## config.mk

```make
export PLATFORM = sky130hd
export DESIGN_NAME = disp_sched_flat
export DESIGN_NICKNAME = d
export VERILOG_FILES = /design/src/rtl/disp_sched_if.sv /design/src/rtl/disp_sched.sv /design/src/flat_wrapper.sv
export SDC_FILE = /design/constraint.sdc
export NUM_CORES = 1
export LEC_CHECK = 0
export ABC_AREA = 1
export CAP_MARGIN = 25
export CORE_MARGIN = 2
export CORE_UTILIZATION = 44
export DETAILED_ROUTE_END_ITERATION = 10
export GPL_TIMING_DRIVEN = 0
export PLACE_DENSITY = 0.72
export SLEW_MARGIN = 40
export SYNTH_ARGS = -nofsm -noshare
export SYNTH_HDL_FRONTEND = slang
export SYNTH_SLANG_ARGS = --single-unit
```

## constraint.sdc

```tcl
create_clock -name clk -period 2 [get_ports clk]
set_input_delay 0.4 -clock clk [delete_from_list [all_inputs] [get_ports clk]]
set_output_delay 0.4 -clock clk [all_outputs]
set_load 0.05 [all_outputs]
```

## src/rtl/disp_sched_if.sv

```systemverilog
// Display scheduler bus: strobes and monitor inputs toward the scheduler,
// page selection and status back toward the seven-seg muxes.
// The ack signal exists only when DISP_SCHED_ACK_EN is defined.
interface disp_sched_if #(
  parameter int CNT_W = 4
);
  logic             tick;
  logic             hold;
  logic [3:0]       state_code;
  logic [1:0]       alarm_level;
`ifdef DISP_SCHED_ACK_EN
  logic             ack;
`endif
  logic [1:0]       page;
  logic             blank;
  logic             locked;
  logic             changed;
  logic [CNT_W-1:0] dwell_cnt;

  modport master (
`ifdef DISP_SCHED_ACK_EN
    output ack,
`endif
    output tick, hold, state_code, alarm_level,
    input  page, blank, locked, changed, dwell_cnt
  );

  modport slave (
`ifdef DISP_SCHED_ACK_EN
    input  ack,
`endif
    input  tick, hold, state_code, alarm_level,
    output page, blank, locked, changed, dwell_cnt
  );
endinterface

```

## src/rtl/disp_sched.sv

```systemverilog
// Display page scheduler: cycles temp / blank / state / blank pages on 1 Hz
// ticks, preempts to the state page on a monitor state change and locks the
// state page during an emergency.
// Optional macro DISP_SCHED_ACK_EN: adds an ack input that releases the lock
// until the alarm has cleared and re-asserted.
module disp_sched #(
  parameter int TEMP_DWELL  = 3,
  parameter int STATE_DWELL = 2,
  parameter int BLANK_TICKS = 1,
  parameter int CNT_W       = 4
) (
  input  logic          clk,
  input  logic          rst,
  disp_sched_if.slave   bus
);

  typedef enum logic [2:0] {
    SHOW_TEMP  = 3'd0,
    BLANK_TS   = 3'd1,
    SHOW_STATE = 3'd2,
    BLANK_ST   = 3'd3,
    LOCK       = 3'd4
  } state_t;

  localparam logic [CNT_W-1:0] TEMP_LIM  = CNT_W'(TEMP_DWELL);
  localparam logic [CNT_W-1:0] STATE_LIM = CNT_W'(STATE_DWELL);
  localparam logic [CNT_W-1:0] BLANK_LIM = CNT_W'(BLANK_TICKS);
  localparam logic [CNT_W-1:0] ONE       = CNT_W'(1);

  state_t           state_reg, state_next;
  logic [CNT_W-1:0] dwell_reg, dwell_next, limit;
  logic [3:0]       prev_state_reg;
  logic [1:0]       page_reg, page_next;
  logic             blank_reg, locked_reg, changed_reg;
  logic             change, emerg, advance, lock_enter, lock_exit;

  assign change  = (bus.state_code != prev_state_reg);
  assign emerg   = (bus.alarm_level >= 2'd2);
  assign advance = bus.tick && !bus.hold;

`ifdef DISP_SCHED_ACK_EN
  logic acked_reg, acked_next;

  // An ack releases the lock; the flag blocks re-entry until the alarm clears.
  always_comb begin
    acked_next = acked_reg;
    if (!emerg)
      acked_next = 1'b0;
    else if (state_reg == LOCK && bus.ack)
      acked_next = 1'b1;
  end

  assign lock_enter = (state_reg != LOCK) && emerg && !acked_reg;
  assign lock_exit  = (state_reg == LOCK) && (!emerg || bus.ack);
`else
  assign lock_enter = (state_reg != LOCK) && emerg;
  assign lock_exit  = (state_reg == LOCK) && !emerg;
`endif

  // Dwell limit for the current page; attention shortens the temperature page.
  always_comb begin
    limit = TEMP_LIM;
    unique case (state_reg)
      SHOW_TEMP:          limit = (bus.alarm_level == 2'd1) ? ONE : TEMP_LIM;
      SHOW_STATE:         limit = STATE_LIM;
      BLANK_TS, BLANK_ST: limit = BLANK_LIM;
      default:            limit = TEMP_LIM;
    endcase
  end

  // Next state and dwell count: lock entry/exit > change preempt > advance.
  always_comb begin
    state_next = state_reg;
    dwell_next = dwell_reg;
    if (lock_enter) begin
      state_next = LOCK;
      dwell_next = '0;
    end else if (lock_exit) begin
      state_next = SHOW_STATE;
      dwell_next = '0;
    end else if (state_reg == LOCK) begin
      dwell_next = '0;
    end else if (change) begin
      state_next = SHOW_STATE;
      dwell_next = '0;
    end else if (advance) begin
      if (dwell_reg == limit - ONE) begin
        dwell_next = '0;
        unique case (state_reg)
          SHOW_TEMP:  state_next = (BLANK_TICKS == 0) ? SHOW_STATE : BLANK_TS;
          BLANK_TS:   state_next = SHOW_STATE;
          SHOW_STATE: state_next = (BLANK_TICKS == 0) ? SHOW_TEMP : BLANK_ST;
          BLANK_ST:   state_next = SHOW_TEMP;
          default:    state_next = SHOW_TEMP;
        endcase
      end else begin
        dwell_next = dwell_reg + ONE;
      end
    end
  end

  // Page shown for the upcoming state; registered alongside the state.
  always_comb begin
    page_next = 2'd0;
    unique case (state_next)
      SHOW_TEMP:          page_next = 2'd0;
      SHOW_STATE, LOCK:   page_next = 2'd1;
      BLANK_TS, BLANK_ST: page_next = 2'd2;
      default:            page_next = 2'd0;
    endcase
  end

  // State, counter and registered outputs; prev_state tracks the input
  // even in reset so release never produces a spurious change pulse.
  always_ff @(posedge clk) begin
    if (rst) begin
      state_reg      <= SHOW_TEMP;
      dwell_reg      <= '0;
      prev_state_reg <= bus.state_code;
      page_reg       <= 2'd0;
      blank_reg      <= 1'b0;
      locked_reg     <= 1'b0;
      changed_reg    <= 1'b0;
`ifdef DISP_SCHED_ACK_EN
      acked_reg      <= 1'b0;
`endif
    end else begin
      state_reg      <= state_next;
      dwell_reg      <= dwell_next;
      prev_state_reg <= bus.state_code;
      page_reg       <= page_next;
      blank_reg      <= (page_next == 2'd2);
      locked_reg     <= (state_next == LOCK);
      changed_reg    <= change;
`ifdef DISP_SCHED_ACK_EN
      acked_reg      <= acked_next;
`endif
    end
  end

  assign bus.page      = page_reg;
  assign bus.blank     = blank_reg;
  assign bus.locked    = locked_reg;
  assign bus.changed   = changed_reg;
  assign bus.dwell_cnt = dwell_reg;

endmodule
```

## src/flat_wrapper.sv

```systemverilog
// flat-port wrapper written by rule: the top's interface ports become plain ports
module disp_sched_flat 
#(
  parameter int TEMP_DWELL  = 3,
  parameter int STATE_DWELL = 2,
  parameter int BLANK_TICKS = 1,
  parameter int CNT_W       = 4
)
  (clk, rst, bus_tick, bus_hold, bus_state_code, bus_alarm_level, bus_page, bus_blank, bus_locked, bus_changed, bus_dwell_cnt);
  disp_sched_if #(.CNT_W(CNT_W)) bus_i ();
  input  logic clk;
  input  logic rst;
  input wire logic [$bits(bus_i.tick)-1:0] bus_tick;
  input wire logic [$bits(bus_i.hold)-1:0] bus_hold;
  input wire logic [$bits(bus_i.state_code)-1:0] bus_state_code;
  input wire logic [$bits(bus_i.alarm_level)-1:0] bus_alarm_level;
  output wire logic [$bits(bus_i.page)-1:0] bus_page;
  output wire logic [$bits(bus_i.blank)-1:0] bus_blank;
  output wire logic [$bits(bus_i.locked)-1:0] bus_locked;
  output wire logic [$bits(bus_i.changed)-1:0] bus_changed;
  output wire logic [$bits(bus_i.dwell_cnt)-1:0] bus_dwell_cnt;
  assign bus_i.tick = bus_tick;
  assign bus_i.hold = bus_hold;
  assign bus_i.state_code = bus_state_code;
  assign bus_i.alarm_level = bus_alarm_level;
  assign bus_page = bus_i.page;
  assign bus_blank = bus_i.blank;
  assign bus_locked = bus_i.locked;
  assign bus_changed = bus_i.changed;
  assign bus_dwell_cnt = bus_i.dwell_cnt;
  disp_sched #(.TEMP_DWELL(TEMP_DWELL), .STATE_DWELL(STATE_DWELL), .BLANK_TICKS(BLANK_TICKS), .CNT_W(CNT_W)) u_core (.clk(clk), .rst(rst), .bus(bus_i));
endmodule
```

==> results of run 1 <==
final cells by class:
| cell class | count | share of cell area |
|---|---|---|
| multi-input combinational | 76 | 0.418 |
| buffer | 2 | 0.00723 |
| inverter | 19 | 0.0589 |
| sequential | 16 | 0.274 |
| tap | 27 | 0.0279 |
| clock buffer | 4 | 0.0300 |
| timing repair buffer | 24 | 0.184 |
metal layers:
layer	vias to the layer above	global-route usage	share of wire
met5	-	0	0
met4	0	0.0857	0.017
met3	4	0.0216	0.033
met2	19	0.276	0.51
met1	356	0.157	0.44
li1	410	-	-
placed cells by master, fill, tap and decap left out, types with 3 or more instances in the layout:
cell type        Yosys  final
a21oi_1              4      3
a21oi_2              2      3
buf_4                0      7
clkbuf_4             0      3
clkdlybuf4s50_1      0     14
dfxtp_1             16     13
dfxtp_4              0      3
ha_1                 4      4
inv_1               17     15
inv_2                2      4
nand2_1             24     22
nand2_2              3      5
nand3_2              2      3
nor2_1               9      8
nor2_4               4      5
xor2_1               3      3
power breakdown:
| part | internal, W | total, W | switching, W | leakage (nW) |
|---|---|---|---|---|
| clock network | 0.000111 | 0.000222 | 0.000111 | 0.0210 |
| logic | 0.0000948 | 0.000219 | 0.000124 | 0.394 |
| registers | 0.000333 | 0.000343 | 0.0000101 | 0.134 |
| total | 0.000539 | 0.000784 | 0.000245 | 0.549 |
cell families after synthesis:
family / count (synthesis) / synth area share
and+or+nand+nor: 58 / 0.372
buffers and inverters: 21 / 0.0912
DFF: 16 / 0.365
AOI/OAI and AO/OA: 9 / 0.0655
xor gates and xnor gates: 5 / 0.0499
adders and majority gates: 4 / 0.0570
timing repair:
item / 4_1_cts / 5_1_grt
setup endpoints to repair: 4 / 8
setup buffers: 4 / 3
pin swaps: 14 / 12
hold buffers: 0 / 0
resized for setup: 9 / 9
through the flow:
stage | total power, W | setup TNS [ps] | setup WS [ps] | hold slack, ps
floorplan | 0.000485 | 0 | 90.0 | 428
global placement | 0.000531 | -2860 | -428 | 532
CTS | 0.000764 | -36.2 | -24.4 | 394
global route | 0.000815 | -366 | -105 | 409
finish | 0.000784 | 0 | 9.28 | 394
detailed placement | 0.000535 | -2780 | -422 | 533
final timing paths:
kind	start	end	slack [ps]	cells after the start
setup reg to reg	u_core.state_reg[1]$_SDFF_PP0_	u_core.state_reg[1]$_SDFF_PP0_	20	13
hold / removal	rst	u_core.state_reg[2]$_SDFF_PP0_	390	2
hold reg to reg	u_core.bus.dwell_cnt[1]$_SDFFE_PP0P_	u_core.bus.dwell_cnt[1]$_SDFFE_PP0P_	560	2
setup / recovery	u_core.bus.dwell_cnt[1]$_SDFFE_PP0P_	bus_dwell_cnt[1]	9	1
==> results.py, run 1 <==
metrics = {
    "critical_path": {
        "cp-start-kind": "flop",
        "crit_chain": "clkdlybuf4s50_1",
        "cp-end-kind": "primary output",
        "path_delay_family": "buffers and inverters",
        "critical_path.max_stage_delay_ps": 840,
        "crit_slowest_cell": "clkdlybuf4s50_1",
        "crit_arrival_ps": 1590,
        "critPathRequiredTime_ps": 1600,
        "crit_type": "flop to primary output",
        "path_max_fanout": 5,
        "critical_path_buf_inv_count": 1,
    },
    "grt": {
        "grt.overflow.total": 0,
        "grt_pass1_vias": 690,
        "grt_pass1_wl_um": 2700,
        "track_usage": 0.148,
        "antenna_found_initial": 0,
        "grt_max_degree": 10,
    },
    "status": {
        "status": "finished clean",
    },
    "cells_and_area": {
        "fin_util": 0.630,
        "n_fill_cell": 188,
        "antenna_cells": 0,
        "seqCellArea_um2": 332,
        "layout.cells.non_filler": 168,
        "multiInputGateArea_um2": 507,
        "drive_above_1_share": 0.298,
        "area_growth_pct": 37.9,
        "final_area_mm2": 0.00121,
        "nNetsFinal": 156,
    },
    "placement": {
        "dp_hpwl_um": 1240,
        "postPlaceCellArea_mm2": 0.00108,
        "gp_congestion": 0.752,
        "dp_cells": 157,
        "port_buffers": 17,
    },
    "synthesis": {
        "synth_edf_count": 0,
        "synth.top_cells.by_count": "24 x nand2_1, 17 x inv_1, 16 x dfxtp_1, 9 x nor2_1",
        "syn_area_per_cell_um2": 7.77,
        "synth-seq-area-share": 0.365,
        "synth_seq_cells": 16,
        "ys_types": 27,
        "synth-async-reset-ratio": 0,
        "ys.flop_type": "dfxtp_1",
        "post-synth-top-count-cell": "nand2_1",
        "yosysWarnings": 0,
        "synth_area_leader_cell": "dfxtp_1",
        "netlist.area_leader.share": 0.365,
        "synthTopCellsByArea": "dfxtp_1 36%, nand2_1 10%, inv_1 7.3%",
        "syn_nets": 127,
        "synthCells": 113,
        "synth_area_um2": 878,
    },
    "clock_tree": {
        "root_buffer": "clkbuf_4",
        "clock_path_buffers": 2,
        "clkTransAtPathRegs_ps": 100,
        "cts_buffers": 3,
        "worstSkewPairLatency_ps": 290,
        "numClockSinks": 16,
        "htreeDepth": 1,
        "cts_tree": "done",
    },
    "floorplanning": {
        "rows": 16,
        "start_util": 0.457,
        "die_w_um": 48.7,
        "coreArea_mm2": 0.00192,
        "die_h_um": 48.7,
        "dieArea_mm2": 0.00237,
        "ios": 19,
    },
    "min_path": {
        "worstHoldPathType": "primary input to flop",
    },
    "sta": {
        "worst_slew_pin_slew_ps": 497,
        "final-hold-violation-count": 0,
        "slew_headroom": 0.668,
        "min_period_over_period": 0.995,
        "setup_viol": 0,
        "clock.fmax_mhz": 502,
        "fin_skew_ps": 1.61,
        "rsz0062_at_grt": "yes",
        "min_period_ps": 1990,
        "drv_slew": 0,
    },
    "route": {
        "drcViolationCount": 0,
        "vias": 789,
        "avgRoutedWirePerCell_um": 10.5,
        "drt_iter0_markers": 7,
        "wl_um": 1760,
        "ant_nets": 0,
        "via_per_inst": 4.70,
        "firstDrtPassIters": 4,
    },
    "power": {
        "leakage_nw": 0.549,
        "peakVddDrop_mv": 0.491,
        "pwr_density_cell_mw_per_mm2": 647,
    },
    "job": {
        "cap_violations": 0,
    },
}
Note: power is estimated with default switching activity, not from simulation.
==> inputs of run 2 (changes only) <==
- CORE_ASPECT_RATIO: unset -> 0.8
- CTS_CLUSTER_SIZE: unset -> 20
==> run 2 against run 1 <==
Compared with the run above: the flow now finishes with violations (setup timing); utilization rose by 0.73 points; flip-flop and latch count did not move; clock power fell by 4%; worst hold slack got worse by 1.5 ps.
==> results.py, run 2 (synthesis gave the netlist of run 1 again) <==
metrics = {
    "status": {
        "status": "complete, but fails checks",
        "violations": "setup timing",
    },
    "power": {
        "p_switching_w": 0.000238,
        "p_sw_frac": 0.307,
        "peakVddDrop_mv": 0.365,
        "leakage_nw": 0.581,
        "p_total_w": 0.000775,
        "combPwrFrac": 0.282,
        "pwr_density_cell_mw_per_mm2": 649,
        "p_int_w": 0.000537,
        "power.clock.fraction": 0.276,
        "seqPwrFrac": 0.443,
    },
    "critical_path": {
        "r2r_slack_ps": -20,
        "critPathRequiredTime_ps": 2190,
        "r2r_start": "u_core.state_reg[0]$_SDFF_PP0_",
        "cp-end-kind": "flop",
        "crit_type": "flop to flop",
        "cp-start-kind": "flop",
        "path_max_fanout": 4,
        "ff2ff_path_depth": 14,
        "crit_arrival_ps": 2210,
        "worstSetupStartpoint": "u_core.state_reg[0]$_SDFF_PP0_",
    },
    "clock_tree": {
        "worstSkewPairLatency_ps": 290,
        "cts_buffers": 3,
        "ctsHoldBuffers": 0,
        "clock_path_buffers": 2,
        "clkTransAtPathRegs_ps": 90,
        "root_buffer": "clkbuf_4",
        "htreeDepth": 1,
        "cts_tree": "done",
        "numClockSinks": 16,
    },
    "route": {
        "firstDrtPassIters": 4,
        "vias": 778,
        "drcViolationCount": 0,
        "via_per_inst": 4.77,
        "avgRoutedWirePerCell_um": 10.8,
        "ant_nets": 0,
        "wl_um": 1760,
        "drt_iter0_markers": 21,
    },
    "grt": {
        "grt.overflow.total": 0,
        "grt_max_degree": 10,
        "grt_pass1_wl_um": 2730,
        "track_usage": 0.162,
        "use_met1": 0.197,
        "met2_usage": 0.259,
        "grt_pass1_vias": 673,
        "grt_use_met3": 0.0621,
        "grt_busiest_layer": "met2",
        "antenna_found_initial": 0,
    },
    "job": {
        "cap_violations": 0,
    },
    "sta": {
        "fin_skew_ps": 1.02,
        "layout_setup_ws_ps": -15.2,
        "clock.fmax_mhz": 496,
        "fin_setup_tns_ps": -16.4,
        "slew_headroom": 0.664,
        "rsz0062_at_grt": "yes",
        "setup_viol": 2,
        "final-hold-violation-count": 0,
        "drv_slew": 0,
        "min_period_ps": 2020,
        "worst_slew_pin_slew_ps": 503,
        "min_period_over_period": 1.01,
    },
    "cells_and_area": {
        "area_growth_pct": 36.0,
        "nNetsFinal": 154,
        "n_fill_cell": 153,
        "multiInputGateArea_um2": 504,
        "final_cell_mix": "23 x nand2_1, 15 x inv_1, 13 x dfxtp_1",
        "drive_above_1_share": 0.281,
        "final_common_cell": "nand2_1",
        "seqCellArea_um2": 332,
        "antenna_cells": 0,
    },
    "placement": {
        "gp_congestion": 0.819,
        "port_buffers": 17,
        "dp_hpwl_um": 1260,
    },
    "min_path": {
        "hp-start": "rst",
        "worstHoldPathType": "primary input to flop",
        "whs_path_depth": 2,
    },
    "floorplanning": {
        "start_util": 0.469,
        "dieArea_mm2": 0.00237,
        "die_w_um": 54.0,
        "coreArea_mm2": 0.00187,
        "rows": 14,
        "ios": 19,
        "die_h_um": 44.0,
    },
}
[run 2: path summary, 6_finish.rpt]
path / to
worst min-delay path: u_core.state_reg[2]$_SDFF_PP0_
worst max register to register: u_core.bus.page[0]$_SDFF_PP0_
worst min register to register: u_core.bus.dwell_cnt[1]$_SDFFE_PP0P_
worst max-delay path: u_core.bus.page[0]$_SDFF_PP0_
[run 2: worst max-delay path, cell delays in order, from the launching register on]
cell      delay, ps
dfxtp_4         370
nor2_4          100
inv_2            50
a21oi_2         120
nor3_2           50
ha_1            300
xnor2_2         160
nor2_4          180
nand3_2         120
nand2_1         100
inv_2            50
nor2_4          100
o21bai_1         70
nand2_1         100
nand2_1          50
[run 2: area by class of cell]
| type | instances | share of cell area |
|---|---|---|
| Multi-Input combinational cell | 76 | 0.422 |
| Buffer | 2 | 0.00733 |
| Sequential cell | 16 | 0.277 |
| Inverter | 19 | 0.0597 |
| Clock buffer | 4 | 0.0304 |
| Tap cell | 24 | 0.0251 |
| Timing Repair Buffer | 22 | 0.178 |
[run 2: per-stage QoR]
stage / cell area, µm² / setup WS, ps / hold slack (ps) / util / instances
floorplan: 878 / 90.0 / 428 / - / 113
global placement: 1080 / -437 / 526 / 0.575 / 154
detailed placement: 1080 / -446 / 536 / 0.575 / 154
CTS: 1170 / 0.0187 / 389 / 0.622 / 162
global route: 1190 / -126 / 416 / 0.638 / 163
finish: 1190 / -15.2 / 393 / 0.638 / 163
[run 2: power by group through the flow]
stage | Sequential [W] | Combinational (W) | Clock [W]
after detailed placement | 0.000352 | 0.000183 | 0
after CTS | 0.000343 | 0.000205 | 0.000219
after floorplan | 0.000375 | 0.000110 | 0
after global placement | 0.000351 | 0.000180 | 0
after global routing | 0.000345 | 0.000235 | 0.000237
final | 0.000343 | 0.000218 | 0.000214
[run 2: routing by layer]
layer | vias to the layer above | wire length, µm
met4 | 0 | 29
met3 | 4 | 99
met2 | 23 | 884
met1 | 350 | 746
li1 | 401 | -
met5 | - | 0
[run 2: repair_timing]
item / in CTS / in global routing
pin swaps: 10 / 10
endpoints found under the setup margin: 5 / 11
resized for setup: 11 / 8
gates cloned: 0 / 0
setup buffers: 4 / 1
==> inputs of run 3 (changes only) <==
- CORE_UTILIZATION: 44 -> 48
- CTS_CLUSTER_DIAMETER: unset -> 120
- PLACE_DENSITY: 0.72 -> 0.74
- clock period: 2 -> 2.23 ns (I/O delays scaled with it)
==> run 3 against run 2 <==
Compared with the run above: the flow now finishes without violations; non-clock buffer count down 1; critical path depth down 13; via count up 1.5%; clock-buffer cell count unchanged; worst hold slack better by 39 ps; design area up 0.31%; first-iteration DRC count down 57%; utilization up 7.8 points; clock power down 11%; clock skew up 9.3 ps; total power down 11%; highest routed layer unchanged.
==> results.py, run 3 (synthesis gave the netlist of run 1 again) <==
metrics = {
    "placement": {
        "dp_hpwl_um": 1230,
        "port_buffers": 17,
        "postPlaceCellArea_mm2": 0.00108,
        "gp_congestion": 0.797,
        "post-place-ws_ps": -272,
    },
    "status": {
        "status": "finished clean",
    },
    "critical_path": {
        "ff2ff_path_depth": 13,
        "r2r_end": "u_core.bus.page[0]$_SDFF_PP0_",
        "r2r_slack_ps": 210,
        "crit_type": "flop to primary output",
        "cp-end-kind": "primary output",
        "crit_arrival_ps": 1590,
        "cp-start-kind": "flop",
        "critical_path_buf_inv_count": 1,
        "crit_slowest_cell": "clkdlybuf4s50_1",
        "path_delay_family": "buffers and inverters",
        "r2r_start": "u_core.state_reg[2]$_SDFF_PP0_",
        "crit_chain": "clkdlybuf4s50_1",
        "path_max_fanout": 7,
        "critical_path.max_stage_delay_ps": 850,
        "critPathRequiredTime_ps": 1780,
    },
    "grt": {
        "grt.overflow.total": 0,
        "track_usage": 0.171,
        "grt_max_degree": 10,
        "grt_pass1_vias": 674,
        "grt_pass1_wl_um": 2820,
        "antenna_found_initial": 0,
    },
    "route": {
        "vias": 790,
        "wl_um": 1700,
        "via_per_inst": 4.94,
        "drcViolationCount": 0,
        "ant_nets": 0,
        "firstDrtPassIters": 4,
        "avgRoutedWirePerCell_um": 10.7,
        "drt_iter0_markers": 9,
    },
    "cells_and_area": {
        "area_growth_pct": 36.5,
        "drive_above_1_share": 0.297,
        "final_area_mm2": 0.00120,
        "final_common_cell": "nand2_1",
        "nNetsFinal": 153,
        "antenna_cells": 0,
        "final_cell_mix": "23 x nand2_1, 15 x inv_1, 15 x clkdlybuf4s50_1",
        "fin_util": 0.715,
    },
    "power": {
        "pwr_density_cell_mw_per_mm2": 576,
        "peakVddDrop_mv": 0.604,
        "leakage_nw": 0.534,
    },
    "sta": {
        "min_period_ps": 2040,
        "min_period_over_period": 0.913,
        "slew_headroom": 0.665,
        "drv_slew": 0,
        "worst_slew_pin_slew_ps": 501,
        "layout_setup_ws_ps": 193,
        "final-hold-violation-count": 0,
        "setup_viol": 0,
        "rsz0062_at_grt": "no",
        "fin_skew_ps": 10.4,
        "clock.fmax_mhz": 491,
        "worst_hold_slack_ps": 432,
        "fin_setup_tns_ps": 0,
    },
    "clock_tree": {
        "cts_buffers": 3,
        "clkTransAtPathRegs_ps": 100,
        "worstSkewPairLatency_ps": 290,
        "root_buffer": "clkbuf_4",
        "htreeDepth": 1,
        "numClockSinks": 16,
        "clock_path_buffers": 2,
        "cts_tree": "done",
    },
    "job": {
        "cap_violations": 0,
    },
    "min_path": {
        "whs_path_depth": 2,
        "hold_end": "u_core.state_reg[2]$_SDFF_PP0_",
        "worstHoldPathType": "primary input to flop",
        "hp-start": "rst",
    },
    "floorplanning": {
        "die_h_um": 42.3,
        "ios": 19,
        "die_w_um": 51.8,
        "dieArea_mm2": 0.00219,
        "coreArea_mm2": 0.00168,
        "start_util": 0.524,
        "rows": 13,
    },
}
==> run 3: worst max path at each step <==
stage	start	to	slack, ps	depth (start not counted)
after global placement	bus_alarm_level[1]	u_core.bus.page[0]$_SDFF_PP0_	-260	14
after CTS	bus_alarm_level[1]	u_core.bus.page[0]$_SDFF_PP0_	30	14
after floorplan	u_core.state_reg[2]$_SDFF_PP0_	u_core.bus.page[0]$_SDFF_PP0_	320	14
final	u_core.bus.dwell_cnt[0]$_SDFFE_PP0P_	bus_dwell_cnt[0]	190	1
after detailed placement	bus_alarm_level[1]	u_core.bus.page[0]$_SDFF_PP0_	-270	14
after global routing	u_core.state_reg[1]$_SDFF_PP0_	u_core.bus.page[0]$_SDFF_PP0_	9	13
==> run 3: power by group <==
| group | internal (W) | switching [W] |
|---|---|---|
| clock | 0.0000995 | 0.0000916 |
| sequential | 0.000299 | 0.00000947 |
| combinational | 0.0000795 | 0.000111 |
==> run 3: final cells by class <==
| cell class | instances | area [µm²] |
|---|---|---|
| plain buffers | 2 | 8.76 |
| clock buffers | 4 | 36.3 |
| fillers | 133 | 477 |
| inverters | 19 | 71.3 |
| multi-input cells | 76 | 518 |
| flip-flops and latches | 16 | 332 |
| well taps | 22 | 27.5 |
| repair buffers | 21 | 205 |
==> run 3: metrics by stage <==
step	total power [W]	cells
2_1_floorplan	0.000435	113
3_3_place_gp	0.000477	152
3_5_place_dp	0.000480	152
4_1_cts	0.000670	156
5_1_grt	0.000734	160
6_report	0.000690	160
==> run 3: what timing repair did <==
action	in CTS	in global routing
resized for setup	0	19
endpoints found under the setup margin	0	6
buffers inserted	0	4
hold buffers	0	0
==> run 3: metal layers <==
layer,vias up,global-route usage,part of all wire
met3,4,0.0679,0.070
li1,409,-,-
met4,0,0.0579,0.011
met1,355,0.229,0.45
met2,22,0.246,0.47
met5,-,0,0
